**config.mk**
```make
export PLATFORM = sky130hd
export DESIGN_NAME = decode_stage
export DESIGN_NICKNAME = d
export VERILOG_FILES = /design/src/rtl/decode_stage.sv
export SDC_FILE = /design/constraint.sdc
export NUM_CORES = 1
export LEC_CHECK = 0
export BUFFER_PORTS_ARGS = -buffer_cell sky130_fd_sc_hd__buf_2
export CORE_UTILIZATION = 55
export DETAILED_ROUTE_END_ITERATION = 8
export GPL_ROUTABILITY_DRIVEN = 0
export GPL_TIMING_DRIVEN = 0
export PLACE_DENSITY = 0.81
export SKIP_LAST_GASP = 1
export SLEW_MARGIN = 20
export SYNTH_ARGS = -nofsm -noshare
export SYNTH_HDL_FRONTEND = slang
export SYNTH_SLANG_ARGS = --single-unit
```
**constraint.sdc**
```tcl
create_clock -name clk -period 4.4 [get_ports clk]
set_input_delay 0.66 -clock clk [delete_from_list [all_inputs] [get_ports clk]]
set_output_delay 0.66 -clock clk [all_outputs]
set_load 0.05 [all_outputs]
```
**src/rtl/decode_stage.sv**
```systemverilog
// RV32I decode stage: output register plus skid entry, valid/ready both sides.
// Optional RV32M decode enabled by defining DECODE_RV32M_EN.
package common;
  typedef logic [31:0] instruction_type;

  typedef enum logic [2:0] {
    NONE_TYPE, R_TYPE, I_TYPE, S_TYPE,
    B_TYPE, U_TYPE, JAL_TYPE, JALR_TYPE
  } encoding_type;

  typedef enum logic [4:0] {
    ALU_ADD, ALU_SUB, ALU_SLL, ALU_SLT,
    ALU_SLTU, ALU_XOR, ALU_SRL, ALU_SRA,
    ALU_OR, ALU_AND, ALU_LUI, B_BNE,
    B_BLT, B_BGE, B_LTU, B_GEU,
    ALU_MUL, ALU_MULH, ALU_MULHSU, ALU_MULHU,
    ALU_DIV, ALU_DIVU, ALU_REM, ALU_REMU
  } alu_op_type;

  typedef struct packed {
    encoding_type encoding;
    alu_op_type   alu_op;
    logic         alu_src;
    logic         mem_read;
    logic         mem_write;
    logic         reg_write;
    logic         mem_to_reg;
    logic         is_branch;
  } control_type;
endpackage

module decode_stage
  import common::*;
#(
  parameter int PC_WIDTH  = 32,
  parameter int CNT_WIDTH = 16
) (
  input  logic                 clk,
  input  logic                 reset_n,
  input  logic                 flush,
  input  logic                 in_valid,
  output logic                 in_ready,
  input  instruction_type      in_instr,
  input  logic [PC_WIDTH-1:0]  in_pc,
  output logic                 out_valid,
  input  logic                 out_ready,
  output control_type          out_control,
  output instruction_type      out_instr,
  output logic [PC_WIDTH-1:0]  out_pc,
  output logic                 out_illegal,
  output logic                 out_muldiv,
  output logic [CNT_WIDTH-1:0] illegal_count
);

  typedef struct packed {
    control_type           ctl;
    logic                  ill;
    logic                  md;
    instruction_type       instr;
    logic [PC_WIDTH-1:0]   pc;
  } entry_t;

  function automatic alu_op_type alu_rr(
    input logic       alt,
    input logic [2:0] f3
  );
    unique case (f3)
      3'b000:  return alt ? ALU_SUB : ALU_ADD;
      3'b001:  return ALU_SLL;
      3'b010:  return ALU_SLT;
      3'b011:  return ALU_SLTU;
      3'b100:  return ALU_XOR;
      3'b101:  return alt ? ALU_SRA : ALU_SRL;
      3'b110:  return ALU_OR;
      default: return ALU_AND;
    endcase
  endfunction

  logic [6:0] op;
  logic [2:0] f3;
  logic [6:0] f7;
  control_type dec_ctl;
  logic dec_ill;
  logic dec_md;

  assign op = in_instr[6:0];
  assign f3 = in_instr[14:12];
  assign f7 = in_instr[31:25];

  always_comb begin
    dec_ctl = '0;
    dec_ill = 1'b0;
    dec_md  = 1'b0;
    unique case (op)
      7'b0110011: begin
        dec_ctl.encoding  = R_TYPE;
        dec_ctl.reg_write = 1'b1;
        dec_ctl.alu_op    = alu_rr(f7[5], f3);
        if (f7 == 7'b0100000)
          dec_ill = !(f3 == 3'b000 || f3 == 3'b101);
`ifdef DECODE_RV32M_EN
        else if (f7 == 7'b0000001) begin
          dec_md = 1'b1;
          dec_ctl.alu_op =
            alu_op_type'(5'(ALU_MUL) + 5'(f3));
        end
`endif
        else if (f7 != 7'b0000000)
          dec_ill = 1'b1;
      end
      7'b0010011: begin
        dec_ctl.encoding  = I_TYPE;
        dec_ctl.reg_write = 1'b1;
        dec_ctl.alu_src   = 1'b1;
        dec_ctl.alu_op =
          alu_rr((f3 == 3'b101) && f7[5], f3);
        if (f3 == 3'b001)
          dec_ill = (f7 != 7'b0000000);
        else if (f3 == 3'b101)
          dec_ill = (f7 != 7'b0000000) &&
                    (f7 != 7'b0100000);
      end
      7'b0000011: begin
        dec_ctl.encoding   = I_TYPE;
        dec_ctl.reg_write  = 1'b1;
        dec_ctl.alu_src    = 1'b1;
        dec_ctl.mem_read   = 1'b1;
        dec_ctl.mem_to_reg = 1'b1;
        dec_ill = (f3 == 3'b011) || (f3[2:1] == 2'b11);
      end
      7'b0100011: begin
        dec_ctl.encoding  = S_TYPE;
        dec_ctl.alu_src   = 1'b1;
        dec_ctl.mem_write = 1'b1;
        dec_ill = (f3 > 3'b010);
      end
      7'b1100011: begin
        dec_ctl.encoding  = B_TYPE;
        dec_ctl.is_branch = 1'b1;
        unique case (f3)
          3'b000:  dec_ctl.alu_op = ALU_SUB;
          3'b001:  dec_ctl.alu_op = B_BNE;
          3'b100:  dec_ctl.alu_op = B_BLT;
          3'b101:  dec_ctl.alu_op = B_BGE;
          3'b110:  dec_ctl.alu_op = B_LTU;
          3'b111:  dec_ctl.alu_op = B_GEU;
          default: dec_ill = 1'b1;
        endcase
      end
      7'b1100111: begin
        dec_ctl.encoding  = JALR_TYPE;
        dec_ctl.is_branch = 1'b1;
        dec_ctl.reg_write = 1'b1;
        dec_ill = (f3 != 3'b000);
      end
      7'b1101111: dec_ctl.encoding = JAL_TYPE;
      7'b0110111: begin
        dec_ctl.encoding  = U_TYPE;
        dec_ctl.reg_write = 1'b1;
        dec_ctl.alu_src   = 1'b1;
        dec_ctl.alu_op    = ALU_LUI;
      end
      7'b0010111: begin
        dec_ctl.encoding  = U_TYPE;
        dec_ctl.reg_write = 1'b1;
      end
      default: dec_ill = 1'b1;
    endcase
    if (dec_ill) begin
      dec_ctl = '0;
      dec_md  = 1'b0;
    end
  end

  entry_t dec_e;
  entry_t out_q;
  entry_t skid_q;
  logic out_vq;
  logic skid_vq;
  logic in_fire;
  logic out_fire;
  logic out_free;

  assign dec_e    = '{ctl: dec_ctl, ill: dec_ill,
                      md: dec_md, instr: in_instr,
                      pc: in_pc};
  assign in_ready = !skid_vq;
  assign in_fire  = in_valid && in_ready;
  assign out_fire = out_vq && out_ready;
  assign out_free = !out_vq || out_fire;

  always_ff @(posedge clk or negedge reset_n) begin
    if (!reset_n) begin
      out_vq  <= 1'b0;
      skid_vq <= 1'b0;
      out_q   <= '0;
      skid_q  <= '0;
    end else if (flush) begin
      out_vq  <= 1'b0;
      skid_vq <= 1'b0;
    end else if (out_free) begin
      // skid is always older than anything on the input
      if (skid_vq) begin
        out_q   <= skid_q;
        out_vq  <= 1'b1;
        skid_vq <= 1'b0;
      end else if (in_fire) begin
        out_q  <= dec_e;
        out_vq <= 1'b1;
      end else begin
        out_vq <= 1'b0;
      end
    end else if (in_fire) begin
      skid_q  <= dec_e;
      skid_vq <= 1'b1;
    end
  end

  always_ff @(posedge clk or negedge reset_n) begin
    if (!reset_n)
      illegal_count <= '0;
    else if (!flush && in_fire && dec_ill &&
             illegal_count != {CNT_WIDTH{1'b1}})
      illegal_count <= illegal_count +
        {{(CNT_WIDTH-1){1'b0}}, 1'b1};
  end

  assign out_valid   = out_vq;
  assign out_control = out_q.ctl;
  assign out_instr   = out_q.instr;
  assign out_pc      = out_q.pc;
  assign out_illegal = out_q.ill;
`ifdef DECODE_RV32M_EN
  assign out_muldiv  = out_q.md;
`else
  assign out_muldiv  = 1'b0;
  logic unused_md;
  assign unused_md   = out_q.md ^ skid_q.md;
`endif

endmodule
```
-- Yosys cells after proc, flatten, opt, wreduce, memory -nomap -nowiden
Index checks and enable logic that the tools add are counted.
- logic and storage cells: 108
- input port bits: 69
- register bits: 176
- output and inout bits: 98
- add/sub/neg operators: 1
- eq/ne operators: 20
- reductions and logical operators: 29
- bitwise operators: 2
- mux-type cells: 30
- $lt $le $gt $ge: 1
- operators with widths (kind ; count):
    $mux 80 ; 2
    $pmux 4 s7 ; 2
    $eq 7x6->1 const B ; 4
    $pmux 4 s6 ; 1
    $eq 7x7->1 const B ; 3
    $mux 1 ; 21
    $pmux 3 s7 ; 1
    $pmux 5 s4 ; 1
    $add 16x1->16 const B ; 1
    $ne 16x16->1 const B ; 1
    $eq 7x5->1 const B ; 2
    $mux 14 ; 1
    $eq 3x3->1 const B ; 4
    $reduce_or 6->1 ; 2
    $eq 7x2->1 const B ; 1
    $logic_and 1x1->1 ; 7
    $ne 7x6->1 const B ; 1
    $pmux 1 s7 ; 1
    $reduce_bool 7->1 ; 1
    $eq 3x2->1 const B ; 2
    $reduce_and 3->1 ; 2
    $reduce_bool 3->1 ; 2
    $reduce_or 2->1 ; 3
    $logic_not 1->1 ; 4
    9 further kinds ; 13

-- Longest topological paths before layout
Gate-level depths: netlist of the first run.
- depth after elaboration: 8
- gate-level depth with buffers: 9
- gate-level depth less buffers: 6

-- Worst setup path before layout of the first run
Ideal clock, no wire load.
- path type: in2reg
- from: input port in_instr[12]
- to: register out_q, in the netlist out_control[6]
- data arrival time: 2.388 ns
- data required time: 4.323 ns
- stages on the path: 7
- slack: 1.935 ns
- library setup time: 0.077 ns
- path buffers: 1
- cell sequence: or3b_1 a21o_1 a2111oi_4 o311ai_4 buf_6 or3_1 a21oi_1
- word-level cells in the longest chain between the ends: 8
- elaborated cells between the ends (all ways): 29
- classes of those cells: 1 x order compare; 7 x eq/ne; 14 x mux; 7 x reduce/logical
- RTL lines (element ; RTL line ; text):
    start: declaration ; 43 ; input instruction_type in_instr,
    $eq 3x3->1 / $logic_not 3->1 (equally long branches) ; -- ;
    $logic_and 1x1->1 / $logic_or 1x1->1 (equally long branches) ; 116, 100 ;
    $mux 1 / $logic_not 1->1 (equally long branches) ; 68, 73, 100 ;
    $pmux 4 s7 / $mux 1 (equally long branches) ; 67, 99 ;
    $pmux 5 s4 / $pmux 1 s7 (equally long branches) ; 94 ; unique case (op)
    $mux 14 (*) ; 169 ; if (dec_ill) begin
    $mux 80 (*) ; 207 ; end else if (in_fire) begin
    $mux 80 (*) ; 203 ; if (skid_vq) begin
    end signal: assignment ; 204 ; out_q <= skid_q;
    end: declaration ; 176 ; entry_t out_q;
Mark *: on every way between the ends. The rest lies on a longest branch, timed or not. The select of a mux whose other input is x is not followed.
A chain may end at the register's enable or synchronous reset.

-- Worst setup path in the final report of the first run
- from: register skid_vq
- to: register out_q, in the netlist out_instr[8]
- word-level cells in the longest chain between the ends: 4
- elaborated cells between the ends (all ways): 5
- classes of those cells: 1 x mux; 4 x reduce/logical
- RTL lines (element ; RTL line ; text):
    start: declaration ; 179 ; logic skid_vq;
    start signal: assignment ; 195 ; skid_vq <= 1'b0;
    start signal: assignment ; 200 ; skid_vq <= 1'b0;
    start signal: assignment ; 206 ; skid_vq <= 1'b0;
    $logic_not 1->1 ; 187 ; assign in_ready = !skid_vq;
    $logic_and 1x1->1 ; 188 ; assign in_fire = in_valid && in_ready;
    $reduce_bool 2->1 (no line) ; -- ;
    $reduce_and 3->1 (no line) ; -- ;
Several ways; a longest one is shown, not always the timed one.

==> summary.txt, run 1 <==
Largest net degree at the start of global routing = 94
Vias per cell = 5.54
Reg2Reg Capture Point = out_instr[8]
DR DRC count = 0
Dpl ws = 1.40 ns
Synth unique cells = 50
Origin of the critical flop-to-flop path = skid_vq
Root Driver = clkbuf_16
Max-cap violation count = 0
CP Capture Type = flop
Total GRT Usage = 0.264
Slowest CP cell = clkbuf_1
Critical path's top delay family = buffers and inverters
Leak = 0.00429 uW
Synthesized area = 7690 sq um
Number of DRC markers in iteration 0 = 411
Register area = 4300 sq um
Post-synthesis cell count = 676
Fin util = 0.694
Ys Warns = 0
Fill cell count = 1045
Detailed-routing iteration count for the pre-antenna-repair pass = 5
Worst reg-to-reg setup slack = 1.75 ns
IO Pins = 167
DIE AREA = 14500 sq um
Design Power = 4580 uW
Run status = complete, no violations
Synth Flop Type = dfrtp_1
Via count = 5804
R2R cell count = 8
Arr. time, crit path = 2.98 ns
CP required = 4.73 ns
Die extent in x = 120 microns
Post-DP HPWL = 12600 microns
Period utilization = 0.602
Max incr delay on CP = 0.55 ns
Reg clk slew, reported paths = 0.06 ns
WL per Instance = 17.0 microns
Seq/Total Area, Yosys = 0.560
CTS Buf Count = 17
Antenna Cells = 0
Rows = 42
Final setup margin = 1.75 ns
Hold buffers post-CTS = 0
Post-synth EDFFs = 0
Bufs and invs on worst path = 4
Asr flop ratio synth = 1.00
Worst Skew = 0.00765 ns
Max Fclk = 378 MHz
Post-synthesis register bit count = 172
CTS H-tree depth = 4
Tightest Pin Transition = 1.01 ns
CP Launch Type = flop
Max-slew violations = 0
Port Buf Inserts = 162
Final hold viol count = 0
Number of global-route vias before repair = 5821
Share of layout cells above drive strength 1 = 0.311
Worst hold path type = in2async
Slew HR = 0.324
Initial antenna violation count = 0
Initial Util = 0.572
Core Area = 13500 sq um
Resized cells post-CTS = 0
Avg Synthesized Cell Area = 11.4 sq um
RSZ-0062 raised after global routing = false
Cell mode on critical path = clkbuf_1
ANT nets after route = 0
Layout area overhead = 21.4%
Area of the multi-input gates = 3170 sq um
Clock Latency Late Sink = 0.42 ns
First-pass GRT wire length = 29500 microns
Chip Height = 120 microns
TritonCTS clock tree = built
Post CTS Setup Buffer Count = 0
Power Dens Cells = 490 nW/um^2
Worst-case clock buffer depth = 2
Sinks on Clock Net = 172
Finish-stage setup viols = 0
Nets = 929
GRT Residual Overflow = 0
VDD IR-drop max = 0.000282 V
Type of the worst setup path = reg2reg
Detailed Route WL = 17800 microns
Period minus WS final = 2.65 ns
Worst-path cell chain = clkbuf_1 -> nor2_1 -> or3_1 -> clkbuf_1 -> clkbuf_1 -> clkbuf_1 -> nand2_1 -> o21ai_0
Worst Path Max Fanout = 10
Worst hold slack = 0.240 ns
-- power by group --
group          switching, uW  leakage (uW)  total [uW]  internal [uW]
Clock                    583      0.000281        1460            878
Combinational            761       0.00185        1090            327
Sequential               164       0.00216        2030           1870
Total                   1510       0.00429        4580           3070
-- worst max path at each step --
stage | endpoint | depth (start not counted) | slack [ns] | startpoint
global placement | skid_q[16] | 1 | -0.05 | reset_n
detailed placement | illegal_count[15] | 7 | 1.40 | in_instr[2]
CTS | out_instr[8] | 8 | 1.72 | skid_vq
finish | out_instr[8] | 8 | 1.75 | skid_vq
floorplan | out_control[6] | 7 | 1.94 | in_instr[12]
global route | out_instr[8] | 8 | 1.54 | skid_vq
-- stage by stage --
step,instances,TNS (ns),area [sq um]
3_3_place_gp,1015,-7.18,8720
5_1_grt,1048,0,9340
4_1_cts,1048,0,9340
6_report,1048,0,9340
2_1_floorplan,677,0,7690
3_5_place_dp,1016,0,8760
-- sequential cells by signal, summed over array words and instances, names as in the netlist --
register       flops
skid_q            77
illegal_count     16
skid_vq            1
out_pc            32
out_instr         32
out_illegal        1
out_valid          1
out_control       12
-- layout make-up --
type / instances / share of cell area
plain buffers: 50 / 0.0224
multi-input cells: 453 / 0.340
clock inverters: 7 / 0.00938
inverters: 2 / 0.000804
clock buffers: 25 / 0.0520
flip-flops and latches: 172 / 0.461
repair buffers: 163 / 0.0909
well taps: 176 / 0.0236
-- Yosys cell counts (all sizes together), types with 11 or more instances --
cell type    n  area [sq um]
a21oi       26           130
buf         13          70.1
clkbuf      37           139
dfrtp      172          4300
mux2        67           754
mux2i       64           641
nand2       90           338
nand3       11          55.1
nor2        19          71.3
o21ai       73           365
o31ai       14           105
xnor2       11          96.3
-- cells by family (layout without fill, tap and decap cells) --
group	after synthesis	in the layout	synth area share
mux	131	131	0.181
compound gates	128	128	0.101
other cells	1	2	0.000488
simple gates	176	176	0.110
flops	172	172	0.560
fa+ha+maj	1	1	0.00163
xor+xnor	15	15	0.0171
buf+inv	52	247	0.0282
-- worst reg2reg max path: cells and delay by family (launching register included) --
| kind | cells | cell delay [ns] |
|---|---|---|
| AO/OA/AOI/OAI | 1 | 0.10 |
| AND/OR/NAND/NOR | 3 | 0.48 |
| buffers and inverters | 4 | 1.61 |
| flip-flops | 1 | 0.37 |
-- cells in the final DEF (no fill, tap or decap), types with 3 or more instances in the layout --
master	netlist	final
mux2_2	67	67
clkbuf_8	0	3
nand3_1	11	11
o21ai_0	73	73
xnor2_1	11	11
nor4bb_1	3	3
nand2_1	90	90
clkinv_2	0	4
xor2_1	4	4
and3_1	9	9
clkbuf_1	37	42
buf_2	2	163
and2_1	3	3
or3_1	8	8
buf_4	3	3
clkbuf_16	0	17
nor3_1	7	7
mux2i_1	64	64
nand4_1	8	8
a21oi_1	26	26
dfrtp_1	172	172
buf_1	7	7
nor2_1	19	19
nor2b_1	3	3
o31ai_1	14	14
-- per-layer routing --
layer | vias to the layer above | routed length, microns | global-route usage
met5 | - | 0 | 0
met4 | 0 | 253 | 0.0833
met3 | 19 | 1190 | 0.0722
met2 | 186 | 8660 | 0.422
met1 | 2840 | 7670 | 0.351
li1 | 2759 | - | -
No activity file was read; power rests on OpenSTA's default activity.
==> inputs of run 2 (changes only) <==
--- a/config.mk
+++ b/config.mk
@@ -6,11 +6,11 @@
 export NUM_CORES = 1
 export LEC_CHECK = 0
 export BUFFER_PORTS_ARGS = -buffer_cell sky130_fd_sc_hd__buf_2
-export CORE_UTILIZATION = 55
+export CORE_UTILIZATION = 49
 export DETAILED_ROUTE_END_ITERATION = 8
 export GPL_ROUTABILITY_DRIVEN = 0
 export GPL_TIMING_DRIVEN = 0
-export PLACE_DENSITY = 0.81
+export PLACE_DENSITY = 0.76
 export SKIP_LAST_GASP = 1
 export SLEW_MARGIN = 20
 export SYNTH_ARGS = -nofsm -noshare
==> constraint.sdc (replaced) <==
create_clock -name clk -period 2.3 [get_ports clk]
set_input_delay 0.345 -clock clk [delete_from_list [all_inputs] [get_ports clk]]
set_output_delay 0.345 -clock clk [all_outputs]
set_load 0.05 [all_outputs]
==> run 2 against run 1 <==
Utilization shrank 7.6 points. Clock skew decreased by 0.0011 ns. Largest power group unchanged. Flip-flop and latch count did not move. Global-route usage is 3.2 points lower. Final cell count up 3.1%.
==> summary.txt, run 2 (synthesis gave the netlist of run 1 again) <==
Run status = complete, no violations (unchanged)
Max Fclk = 461 MHz
Worst Skew = 0.00656 ns (was 0.00765 ns)
Max-cap violation count = 0 (unchanged)
Tightest Pin Transition = 0.780 ns (was 1.01 ns)
CP required = 2.60 ns (was 4.73 ns)
Period utilization = 0.943
Arr. time, crit path = 2.47 ns (was 2.98 ns)
Commonest non-fill, non-tap cell in the layout = dfrtp_1 (unchanged)
Clock Latency Late Sink = 0.42 ns (about the same)
DIE AREA = 16200 sq um (was 14500 sq um)
Worst-case clock buffer depth = 2 (unchanged)
Final non-filler cell area = 9430 sq um (was 9340 sq um)
Worst hold slack = 0.137 ns (was 0.240 ns)
Largest net degree at the start of global routing = 92 (was 94)
Biggest register = skid_q (unchanged)
Reg clk slew, reported paths = 0.06 ns (about the same)
Port Buf Inserts = 162 (unchanged)
Sinks on Clock Net = 172 (unchanged)
Detailed Route WL = 17900 microns (was 17800 microns)
Initial Util = 0.504 (was 0.572)
Origin of the critical flop-to-flop path = skid_vq (unchanged)
Number of DRC markers in iteration 0 = 352 (was 411)
RSZ-0062 raised after global routing = false (unchanged)
Vias per cell = 5.36 (was 5.54)
Slew HR = 0.480 (was 0.324)
Crit path from = in_instr[0] (was skid_vq)
WL per Instance = 16.6 microns (was 17.0 microns)
Type of the worst setup path = in2reg (was reg2reg)
Max-slew violations = 0 (unchanged)
Fin util = 0.618 (was 0.694)
First-pass GRT wire length = 29100 microns (was 29500 microns)
Placed inst area = 8810 sq um (was 8760 sq um)
Finish-stage setup viols = 0 (unchanged)
Initial antenna violation count = 2 (was 0)
Die extent in x = 127 microns (was 120 microns)
Worst hold path type = in2reg (was in2async)
Final hold viol count = 0 (unchanged)
Number of global-route vias before repair = 5686 (was 5821)
TritonCTS clock tree = built (unchanged)
Total GRT Usage = 0.232 (was 0.264)
CTS Buf Count = 17 (unchanged)
Worst Path Max Fanout = 10 (unchanged)
Detailed-routing iteration count for the pre-antenna-repair pass = 5 (unchanged)
Nets = 927 (was 929)
Share of layout cells above drive strength 1 = 0.335 (was 0.311)
Via count = 5794 (was 5804)
Leak = 0.00432 uW (was 0.00429 uW)
ANT nets after route = 0 (unchanged)
Chip Height = 127 microns (was 120 microns)
Layout area overhead = 22.6% (was 21.4%)
Post CTS Setup Buffer Count = 0 (unchanged)
IO Pins = 167 (unchanged)
GRT Residual Overflow = 0 (unchanged)
VDD IR-drop max = 0.000495 V (was 0.000282 V)
Most frequent cells in the layout = dfrtp_1, buf_2, nand2_1 (unchanged)
CTS H-tree depth = 4 (unchanged)
Period minus WS final = 2.17 ns
Rows = 45 (was 42)
Power Dens Cells = 935 nW/um^2 (was 490 nW/um^2)
CP Capture Type = flop (unchanged)
Post-DP HPWL = 12700 microns (was 12600 microns)
DR DRC count = 0 (unchanged)
Min-delay src = flush
Max reg flops = 77 (unchanged)
Core Area = 15300 sq um (was 13500 sq um)
CP Launch Type = input pin (was flop)
Root Driver = clkbuf_16 (unchanged)
-- run 2: changes by cell type in the layout (fill, tap and decap cells not counted), sizes merged --
cell,change
clkinvlp,+5
clkbuf,-4
buf,-3
clkinv,-2
diode,+1
dlygate4sd3,+1
-- run 2: per-layer routing --
| metal | up-vias | part of all wire | routed length, microns | global-route usage |
|---|---|---|---|---|
| li1 | 2758 | - | - | - |
| met1 | 2849 | 0.44 | 7860 | 0.304 |
| met2 | 159 | 0.48 | 8650 | 0.372 |
| met3 | 28 | 0.058 | 1040 | 0.0586 |
| met4 | 0 | 0.022 | 397 | 0.0882 |
| met5 | - | 0 | 0 | 0 |
-- run 2: critical path: stages --
cell,delay (ns)
buf_2,0.13
nor4bb_1,0.43
nand2_1,0.23
o311ai_4,0.54
clkbuf_1,0.42
nand4b_1,0.20
xnor2_1,0.17
-- run 2: worst paths after layout --
| check | to | slack [ns] | cells after the start |
|---|---|---|---|
| worst max-delay path | illegal_count[14] | 0.13 | 7 |
| worst max register to register | out_instr[1] | 0.15 | 7 |
| worst min-delay path | out_valid | 0.14 | 2 |
| min in group asynchronous | skid_q[53] | 0.51 | 2 |
| max in group asynchronous | skid_vq | 0.95 | 3 |
| worst min register to register | out_instr[18] | 0.47 | 2 |
-- run 2: power breakdown --
part	internal [uW]	switching, uW	leakage (uW)	total [uW]
logic	629	1460	0.00188	2090
registers	3570	306	0.00216	3870
clock network	1700	1150	0.000275	2850
-- run 2: timing repair --
action,in CTS,in global routing
endpoints found under the setup margin,152,75
gates cloned,0,0
hold buffers,1,0
resized for setup,7,14
pin swaps,0,0
endpoints found under the hold margin,90,0
-- run 2: area by class of cell --
| cell class | instances | area (sq um) |
|---|---|---|
| antenna | 1 | 2.50 |
| buffer | 47 | 215 |
| clock buffer | 21 | 480 |
| clock inverter | 10 | 115 |
| fill | 1273 | 5830 |
| inverter | 2 | 7.51 |
| multi-input combinational | 453 | 3180 |
| sequential | 172 | 4300 |
| tap | 211 | 264 |
| timing repair buffer | 164 | 858 |
-- run 2: per-stage QoR --
step	cells	setup TNS, ns	setup WS (ns)	power, uW
after CTS	1082	0	0.00530	8880
after global routing	1081	0	0.00325	9190
after global placement	1050	-343.14	-1.86	5940
after detailed placement	1051	-28.53	-0.337	6020
final	1081	0	0.131	8820
after floorplan	677	0	0.112	5400
==> inputs of run 3 (changes only) <==
--- a/config.mk
+++ b/config.mk
@@ -6,6 +6,7 @@
 export NUM_CORES = 1
 export LEC_CHECK = 0
 export BUFFER_PORTS_ARGS = -buffer_cell sky130_fd_sc_hd__buf_2
+export CORE_ASPECT_RATIO = 1.5
 export CORE_UTILIZATION = 49
 export DETAILED_ROUTE_END_ITERATION = 8
 export GPL_ROUTABILITY_DRIVEN = 0
==> run 3 against run 2 <==
Flip-flop and latch count did not move. Critical path depth fell by 3. Critical endpoint is now in_ready. Highest routed layer unchanged. First-iteration DRC count fell by 34%. Combinational power barely moved. Non-clock buffer count rose by 2. Setup slack got worse by 0.092 ns. Fmax fell by 4.0%.
==> summary.txt, run 3 (synthesis gave the netlist of run 1 again) <==
Run status = complete, no violations (unchanged)
Area of the multi-input gates = 3190 sq um (was 3180 sq um)
Max reg flops = 77 (unchanged)
Worst-case clock buffer depth = 2 (unchanged)
Origin of the critical flop-to-flop path = skid_vq (unchanged)
Fill cell count = 1260 (was 1273)
Final hold viol count = 0 (unchanged)
WL per Instance = 17.0 microns (was 16.6 microns)
Met3 WL = 1130 microns (was 1040 microns)
GRT Residual Overflow = 0 (unchanged)
Commonest non-fill, non-tap cell in the layout = dfrtp_1 (unchanged)
Core Area = 15200 sq um (was 15300 sq um)
Clock Latency Late Sink = 0.42 ns (about the same)
Bufs and invs on worst path = 4 (was 2)
Initial Util = 0.506 (was 0.504)
Period minus WS final = 2.26 ns (was 2.17 ns)
Period utilization = 0.983 (was 0.943)
VDD IR-drop max = 0.000490 V (was 0.000495 V)
Layout area overhead = 22.8% (was 22.6%)
Reg2Reg Capture Point = out_instr[13] (was out_instr[1])
Finish-stage setup viols = 0 (unchanged)
Post-DP HPWL = 13500 microns (was 12700 microns)
Number of DRC markers in iteration 0 = 233 (was 352)
Sinks on Clock Net = 172 (unchanged)
Most frequent cells in the layout = dfrtp_1, buf_2, nand2_1 (unchanged)
Tightest Pin Transition = 0.748 ns (was 0.780 ns)
CP Capture Type = output port (was flop)
Worst-case hold path end point = out_valid (unchanged)
Worst Path Max Fanout = 10 (unchanged)
Leak = 0.00434 uW (was 0.00432 uW)
Worst hold path type = in2reg (unchanged)
Slew HR = 0.498 (was 0.480)
Top Metal Used = met4 (unchanged)
Max-cap violation count = 0 (unchanged)
Chip Height = 155 microns (was 127 microns)
Max-slew violations = 0 (unchanged)
Detailed Route WL = 18200 microns (was 17900 microns)
Metal2 WL = 9450 microns (was 8650 microns)
Design Power = 8900 uW (was 8820 uW)
Dpl ws = -0.437 ns (was -0.337 ns)
Type of the worst setup path = reg2out (was in2reg)
DR DRC count = 0 (unchanged)
ANT nets after route = 0 (unchanged)
Final setup margin = 0.0397 ns (was 0.131 ns)
CP Launch Type = flop (was input pin)
Slowest CP cell = clkbuf_1 (was o311ai_4)
Port Buf Inserts = 162 (unchanged)
Post CTS Setup Buffer Count = 0 (unchanged)
CTS Buf Count = 17 (unchanged)
Worst Skew = 0.0123 ns (was 0.00656 ns)
Root Driver = clkbuf_16 (unchanged)
Share of layout cells above drive strength 1 = 0.338 (was 0.335)
RSZ-0062 raised after global routing = true (was false)
Total GRT Usage = 0.238 (was 0.232)
R2R cell count = 5 (was 7)
Setup TNS = 0 ns (unchanged)
Layout Cells excl Fill = 1071 (was 1081)
Biggest register = skid_q (unchanged)
Number of global-route vias before repair = 6059 (was 5686)
Hold Crit Depth = 2 (unchanged)
CP required = 1.96 ns (was 2.60 ns)
Max incr delay on CP = 0.50 ns (was 0.54 ns)
Max Fclk = 442 MHz (was 461 MHz)
Register area = 4300 sq um (unchanged)
Placed cells = 1039 (was 1051)
Wl on met1 = 7180 microns (was 7860 microns)
Via count = 5823 (was 5794)
TritonCTS clock tree = built (unchanged)
Critical path's top delay family = buffers and inverters (was simple AND/OR/NAND/NOR gates)
Cell mode on critical path = clkbuf_1
Reg clk slew, reported paths = 0.07 ns (was 0.06 ns)
Antenna Cells = 0 (was 1)
Initial antenna violation count = 0 (was 2)
Power Dens Cells = 943 nW/um^2 (was 935 nW/um^2)
Rows = 55 (was 45)
Detailed-routing iteration count for the pre-antenna-repair pass = 4 (was 5)
Nets = 929 (was 927)
Worst-path cell chain = clkbuf_1 -> clkbuf_1 -> inv_1 -> buf_2 (was buf_2 -> nor4bb_1 -> nand2_1 -> o311ai_4 -> clkbuf_1 -> nand4b_1 -> xnor2_1)
Die extent in x = 104 microns (was 127 microns)
CTS H-tree depth = 4 (unchanged)
DIE AREA = 16200 sq um (about the same)
Worst reg-to-reg setup slack = 0.11 ns (was 0.15 ns)
Vias per cell = 5.44 (was 5.36)
Largest net degree at the start of global routing = 98 (was 92)
First-pass GRT wire length = 30400 microns (was 29100 microns)
Arr. time, crit path = 1.92 ns (was 2.47 ns)
Min-delay src = flush (unchanged)
IO Pins = 167 (unchanged)
run 3: cell count changes in the layout (fill, tap and decap cells not counted), sizes merged:
cell	change
inv	+5
diode	-1
clkinv	+1
clkinvlp	-3
run 3: stage by stage:
step                      instance area (sq um)   util  hold slack, ns
after detailed placement                   8790  0.578           0.363
after global routing                       9440  0.621           0.143
after floorplan                            7690      -          0.0494
after CTS                                  9420  0.619           0.121
final                                      9440  0.621           0.137
after global placement                     8750  0.576           0.452
run 3: power by group:
group	switching [uW]	internal [uW]	leakage, uW
registers	319	3570	0.00216
clock network	1230	1690	0.000290
logic	1460	632	0.00189
run 3: worst max path at each step:
stage / cells after the start / start / slack (ns) / end
final: 4 / skid_vq / 0.04 / in_ready
after global routing: 4 / skid_vq / -0.06 / in_ready
after CTS: 7 / in_instr[0] / 0.001 / illegal_count[14]
after detailed placement: 7 / in_instr[0] / -0.44 / illegal_count[14]
after global placement: 1 / reset_n / -1.85 / out_pc[25]
after floorplan: 5 / illegal_count[2] / 0.11 / illegal_count[13]
run 3: layout make-up:
class / instances / share of cell area
plain buffers: 49 / 0.0239
clock buffers: 19 / 0.0480
clock inverters: 13 / 0.0163
inverters: 2 / 0.000795
multi-input cells: 453 / 0.338
flip-flops and latches: 172 / 0.456
well taps: 199 / 0.0264
repair buffers: 164 / 0.0909
run 3: timing repair:
action,CTS,global route
pin swaps,0,1
gates resized for setup,5,23
hold endpoints to repair,75,0
cloned,0,0
endpoints found under the setup margin,131,148
hold buffers,1,0
run 3: per-layer routing:
| metal | track usage | up-vias |
|---|---|---|
| li1 | - | 2753 |
| met1 | 0.274 | 2861 |
| met2 | 0.414 | 180 |
| met3 | 0.0582 | 29 |
| met4 | 0.112 | 0 |
| met5 | 0 | - |
